File: src/rtl/alu_arb.sv
// alu_arb: two-requester front end for a single shared combinational ALU.
// A request is accepted in IDLE, its operands drive the ALU for one EXEC
// cycle, and the captured result is offered back in RESP until the granted
// requester takes it. Ties alternate based on the last grant.
// Optional feature: define ALU_ARB_STATS_EN to add per-requester accept
// counters grant_cnt0 / grant_cnt1 (CNT_W bits each, wrapping).
module alu_arb #(
  parameter int CNT_W = 8
) (
  input  logic             clk,
  input  logic             rst,
  input  logic [1:0]       req_valid,
  output logic [1:0]       req_ready,
  input  logic [3:0]       req0_a,
  input  logic [3:0]       req0_b,
  input  logic [2:0]       req0_op,
  input  logic [3:0]       req1_a,
  input  logic [3:0]       req1_b,
  input  logic [2:0]       req1_op,
  output logic [3:0]       alu_a,
  output logic [3:0]       alu_b,
  output logic [2:0]       alu_ctrl,
  input  logic [3:0]       alu_res,
  input  logic             alu_car,
  input  logic             alu_of,
  output logic [1:0]       rsp_valid,
  input  logic [1:0]       rsp_ready,
  output logic [3:0]       rsp_res,
  output logic             rsp_car,
  output logic             rsp_of
`ifdef ALU_ARB_STATS_EN
  ,
  output logic [CNT_W-1:0] grant_cnt0,
  output logic [CNT_W-1:0] grant_cnt1
`endif
);

  typedef enum logic [1:0] {IDLE, EXEC, RESP} state_t;

  state_t      state;
  logic        last_grant;
  logic        gnt_p0;
  logic [3:0]  a_p0;
  logic [3:0]  b_p0;
  logic [2:0]  op_p0;
  logic [3:0]  res_p1;
  logic        car_p1;
  logic        of_p1;
  logic [1:0]  vld_p1;
  logic [1:0]  ready;
  logic        acc;
  logic        acc_idx;

  // Arbitration: only in IDLE; on a tie the requester not granted last wins.
  always_comb begin
    ready = 2'b00;
    if (state == IDLE) begin
      case (req_valid)
        2'b01:   ready = 2'b01;
        2'b10:   ready = 2'b10;
        2'b11:   ready = last_grant ? 2'b01 : 2'b10;
        default: ready = 2'b00;
      endcase
    end
  end

  assign req_ready = ready;
  assign acc       = |(req_valid & ready);
  assign acc_idx   = ready[1];

  assign alu_a     = a_p0;
  assign alu_b     = b_p0;
  assign alu_ctrl  = op_p0;
  assign rsp_valid = vld_p1;
  assign rsp_res   = res_p1;
  assign rsp_car   = car_p1;
  assign rsp_of    = of_p1;

  // Control FSM with operand capture (stage p0) and result capture (stage p1).
  always_ff @(posedge clk) begin
    if (rst) begin
      state      <= IDLE;
      last_grant <= 1'b1;
      gnt_p0     <= 1'b0;
      a_p0       <= '0;
      b_p0       <= '0;
      op_p0      <= '0;
      res_p1     <= '0;
      car_p1     <= 1'b0;
      of_p1      <= 1'b0;
      vld_p1     <= 2'b00;
    end else begin
      case (state)
        // p0: latch the winner's operands; they feed the ALU during EXEC
        IDLE: begin
          if (acc) begin
            a_p0       <= acc_idx ? req1_a  : req0_a;
            b_p0       <= acc_idx ? req1_b  : req0_b;
            op_p0      <= acc_idx ? req1_op : req0_op;
            gnt_p0     <= acc_idx;
            last_grant <= acc_idx;
            state      <= EXEC;
          end
        end
        // p1: capture the ALU outputs untouched and flag the owner
        EXEC: begin
          res_p1 <= alu_res;
          car_p1 <= alu_car;
          of_p1  <= alu_of;
          vld_p1 <= gnt_p0 ? 2'b10 : 2'b01;
          state  <= RESP;
        end
        RESP: begin
          if (rsp_ready[gnt_p0]) begin
            vld_p1 <= 2'b00;
            state  <= IDLE;
          end
        end
        default: state <= IDLE;
      endcase
    end
  end

`ifdef ALU_ARB_STATS_EN
  // Per-requester accept counters, wrapping at 2^CNT_W.
  always_ff @(posedge clk) begin
    if (rst) begin
      grant_cnt0 <= '0;
      grant_cnt1 <= '0;
    end else if (acc) begin
      if (acc_idx) grant_cnt1 <= grant_cnt1 + {{(CNT_W-1){1'b0}}, 1'b1};
      else         grant_cnt0 <= grant_cnt0 + {{(CNT_W-1){1'b0}}, 1'b1};
    end
  end
`else
  logic unused_cnt_w;
  assign unused_cnt_w = (CNT_W > 0);
`endif

endmodule
File: config.mk
export PLATFORM = sky130hd
export DESIGN_NAME = alu_arb
export DESIGN_NICKNAME = d
export VERILOG_FILES = /design/src/rtl/alu_arb.sv
export SDC_FILE = /design/constraint.sdc
export NUM_CORES = 1
export LEC_CHECK = 0
export CAP_MARGIN = 30
export CORE_MARGIN = 2
export CORE_UTILIZATION = 57
export DETAILED_ROUTE_END_ITERATION = 8
export DONT_BUFFER_PORTS = 1
export PLACE_DENSITY = 0.72
export SYNTH_ARGS = -nofsm -noshare
export SYNTH_HDL_FRONTEND = slang
export SYNTH_SLANG_ARGS = --single-unit
File: constraint.sdc
create_clock -name clk -period 1.61 [get_ports clk]
set_input_delay 0.2415 -clock clk [delete_from_list [all_inputs] [get_ports clk]]
set_output_delay 0.2415 -clock clk [all_outputs]
set_load 0.1 [all_outputs]
Word level (Yosys, flattened, before mapping)
Cells that the tools add are included.

storage, ports and cells
  memories kept = 0
  bits in writable memories = 0
  logic and storage cells = 38
  input bits = 34
  register bits after elaboration = 23
  bits in latches = 0
  output and inout bits = 21
  memory bits (read-only) = 0

operators by class
  shift-type cells = 0
  mux-type cells = 13
  multipliers = 0
  reduce and logical (&&, ||, !) cells = 6
  bitwise logic cells = 1
  equal/unequal tests = 7
  divide/modulo/power cells = 0
  $add $sub $neg = 0
  $lt $le $gt $ge = 1

operators by type and width
  operator                                                              number
  2-bit case mux with 3 select lines                                    2
  2-bit 2-to-1 mux                                                      5
  4-bit 2-to-1 mux                                                      2
  2-bit == test, second input constant                                  3
  2-bit AND reduction                                                   3
  2-bit by 1-bit == test with 1-bit output, second input constant       2
  2-bit != test, second input constant                                  2
  2-bit case mux with 2 select lines                                    1
  3-bit 2-to-1 mux                                                      1
  2-bit bitwise AND                                                     1
  2-bit zero test                                                       1
  1-bit by 2-bit < comparator with 1-bit output, second input constant  1
  1-bit 2-to-1 mux                                                      2
  2-bit nonzero test                                                    1
  2-bit OR reduction                                                    1

Longest topological paths before layout
  word-level depth = 7
  gate-level depth with buffers = 5
  gate-level depth less buffers = 4

Least setup slack after synthesis
Ideal clock, no wire load.

  path type = reg2out
  start = register state[0]
  end = output port req_ready[0]
  path buffers = 1
  required time = 1368 ps
  stages on the path, launching flop included = 5
  slack = -689 ps
  arrival time = 2057 ps
  cells stage by stage = dfxtp_1 buf_6 nor2_2 o21ai_2 nor2_1

between the ends
  cells in the longest elaborated chain, start to end = 2

ends and longest elaborated chain
  element                 line  RTL
  start, declared         40    state_t state;
  start signal, assigned  82    state <= IDLE;
  start signal, assigned  102   state <= EXEC;
  start signal, assigned  111   state <= RESP;
  2-bit zero test         57    if (state == IDLE) begin
  2-bit 2-to-1 mux        57
  end, declared           13    output logic [1:0] req_ready,

No other way between the ends.

Worst setup path in the final report
  start = register state[1]
  end = output port req_ready[0]

Same word-level chain as after synthesis.

==> impl_metrics.csv <==
group,metric,value,unit
run_status,run_status,"complete, no violations",
die,coreArea,0.001902,mm2
synthesis,yosysTopAreaCell,"dfxtp_1",
worst_setup_path,cp.depth,4,
grt,antenna_found_initial,0,
route,drc,0,
clock_tree,clk_pin_slew_worst_paths,0.13,ns
worst_setup_path,path_cells,"nor2_4 > o21ai_4 > nor2_4 > buf_12",
synthesis,synth_edf_count,0,
die,die_height,48.42,um
worst_setup_path,reg2reg_to,"alu_ctrl[1]$_SDFFE_PP0P_",
clock_tree,clockBufferDepth,2,
grt,grt_pass1_wl,4.291,mm
pwr,ir_drop,0.8409,mV
final_layout,seq_area,462.9,um2
synthesis,avgSynthCellArea,9.220,um2
worst_setup_path,cp_max_fo,8,
synthesis,synth_area_leaders,"dfxtp_1 (41%), o32ai_2 (10%), a21oi_1 (6.7%), a22oi_1 (4.7%), nand2_1 (4.3%)",
synthesis,ys_dominant_reg_cell,"dfxtp_1",
synthesis,synth_seq_area_share,0.4093,
synthesis,syn_area,0.001125,mm2
synthesis,synthMuxAreaShare,0.008899,
final_layout,nFillCells,155,
die,die-area,0.002345,mm2
worst_setup_path,critPathKind,"flip-flop to primary output",
worst_setup_path,r2r_slack,0.26,ns
pwr,power_density,1230,mW/mm2
final_layout,nets,177,
sta,slew_headroom,0.6802,
route,drt-total-wl,2.664,mm
clock_tree,postCtsSetupRepairBufs,0,
route,wl_per_cell,15.76,um
synthesis,synthArstFlopShare,0,
hold_path,min-delay-start,"rst",
route,dr.pass1.iters,4,
worst_setup_path,worst-path-buf-inv,1,
final_layout,syn_to_final_growth,21.02,%
final_layout,fin_util,0.7158,
clock_tree,cts-buffers-inserted,3,
route,drt_iter0_markers,28,
final_layout,design_area,0.001361,mm2
synthesis,synth_warnings,0,
place,portBuffers,0,
pwr,power,1.675,mW
worst_setup_path,crit_top_cell,"nor2_4",
sta,fmax,0.6500,GHz
die,fp.dieW,48.42,um
final_layout,diodes,0,
sta,fin_ws,0.07151,ns
hold_path,hold_class,"input pin to flip-flop",
worst_setup_path,cp-endpoint,"req_ready[0]",
sta,final.period_utilization,0.9556,
synthesis,synth-xor-area-share,0,
grt,gr-total-overflow,0,
clock_tree,cts.sinks,23,
pwr,cellLeakagePower,0.5376,nW
worst_setup_path,crit_arrival,1.30,ns
synthesis,synth-compound-area-share,0.3771,
worst_setup_path,r2r-start,"state[1]$_SDFFE_PP0P_",
place,dp_slack,0.2630,ns
sta,report.final.slew_viol_count,0,
worst_setup_path,rr_worst_depth,3,
place,place_area,0.001309,mm2
final_layout,multi_input_area,576.8,um2
synthesis,synth-seq-cells,23,
final_layout,layout-drive-gt1-share,0.3169,
clock_tree,cts_tree,"yes",
grt,grt_pass1_vias,965,
worst_setup_path,slowest_stage,"dfxtp_2",
clock_tree,clk_latency,0.31,ns
route,via_count,987,
synthesis,synth.distinct_cells,28,
die,start_util,0.5914,
die,pin_count,55,
sta,finalCriticalPeriod,1.538,ns
synthesis,synth_top_family_by_area,"compound AO/OA/AOI/OAI gates",
route,vias_per_cell,5.840,
die,std_cell_rows,16,
synthesis,synth_simple_gate_area_frac,0.1090,
worst_setup_path,cp-startpoint,"state[1]$_SDFFE_PP0P_",
sta,setup_violations,0,
sta,skew,0.004351,ns
clock_tree,htree_levels,1,
synthesis,synth_commonest_cells,"dfxtp_1 (23), a21oi_1 (15), nand2_1 (13)",
grt,track_usage,0.2272,
worst_setup_path,cp-end-kind,"primary output",
worst_setup_path,cp_slowest_stage_delay,0.39,ns
worst_setup_path,cp-start-kind,"flip-flop",
sta,worstMarginPinSlew,0.4781,ns
sta,fin_hold_ws,0.01835,ns
synthesis,synthAdderAreaFrac,0,
synthesis,synth_top_area_share,0.4093,
sta,finalHoldViolCount,0,
worst_setup_path,crit_required,1.37,ns
clock_tree,root_buffer,"clkbuf_4",
synthesis,syn_inst,122,
synthesis,syn_nets,156,
grt,grt_max_degree,15,
synthesis,yosysMostFrequentCell,"dfxtp_1",
worst_setup_path,crit_family,"flip-flops",
place,hpwl,1.934,mm
route,antenna_left,0,
place,gp_congestion,0.7596,
job,drv_cap,0,
-- metal layers --
metal | track usage | vias up | share of wire
met3 | 0.03704 | 4 | 0.060
met1 | 0.2609 | 463 | 0.41
met5 | 0 | - | 0
met4 | 0.07143 | 0 | 0.0094
met2 | 0.4282 | 37 | 0.52
li1 | - | 483 | -
-- worst reg2reg max path, stage by stage, from the launching register on --
cell and delay (ns):
dfxtp_2 0.39, or2_1 0.36, o21bai_4 0.34, o32ai_2 0.14
-- sequential cells by signal, summed over array words and instances (netlist names) --
name	flops
alu_ctrl	3
last_grant	1
rsp_car	1
rsp_res	4
gnt_p0	1
alu_a	4
state	2
rsp_valid	2
alu_b	4
rsp_of	1
-- final cells by class --
cell class              count  share of cell area
multi-input cells          78              0.4237
repair buffers             25              0.1581
inverters                  12             0.03309
clock buffers               3             0.01654
clock inverters             1            0.003676
flip-flops and latches     23              0.3401
well taps                  27             0.02482
-- power by group --
group	internal [mW]	switching, mW	leakage (nW)
Sequential	0.627	0.0354	0.190
Combinational	0.191	0.549	0.330
Clock	0.0929	0.180	0.0177
Total	0.910	0.764	0.538
-- metrics by stage --
step           instances  setup TNS [ns]
2_1_floorplan        122               0
3_3_place_gp         164               0
3_5_place_dp         164               0
4_1_cts              169               0
5_1_grt              169       -0.008991
6_report             169               0
-- cell usage in the layout, fill, tap and decap left out, drive strengths merged, types with 2 or more instances in the layout --
| cell | n |
|---|---|
| o21bai | 2 |
| a21oi | 15 |
| nor2 | 6 |
| a22oi | 7 |
| buf | 24 |
| o32ai | 7 |
| nand2 | 13 |
| dfxtp | 23 |
| o21ai | 8 |
| inv | 12 |
| a211oi | 4 |
| clkbuf | 3 |
| a221oi | 5 |
-- how the worst min path moves through the flow --
stage / end / cells after the start
4_1_cts: last_grant$_SDFFE_PP1P_ / 1
5_1_grt: last_grant$_SDFFE_PP1P_ / 1
3_5_place_dp: state[1]$_SDFFE_PP0P_ / 1
6_report: last_grant$_SDFFE_PP1P_ / 1
3_3_place_gp: state[1]$_SDFFE_PP0P_ / 1
2_1_floorplan: rsp_car$_SDFFE_PP0P_ / 2
-- repair_timing --
action | 4_1_cts | 5_1_grt
pin swaps | 0 | 0
cloned | 0 | 0
resized for setup | 2 | 2
hold buffers | 1 | 0
endpoints found under the setup margin | 1 | 1
endpoints found under the hold margin | 14 | 0
-- logic make-up (layout without fill, tap and decap cells) --
| logic type | count (synthesis) | in the layout |
|---|---|---|
| compound gates | 52 | 52 |
| flops | 23 | 23 |
| mux | 1 | 1 |
| simple gates | 25 | 25 |
| buf+inv | 21 | 41 |
No activity file was read; power rests on OpenSTA's default activity.
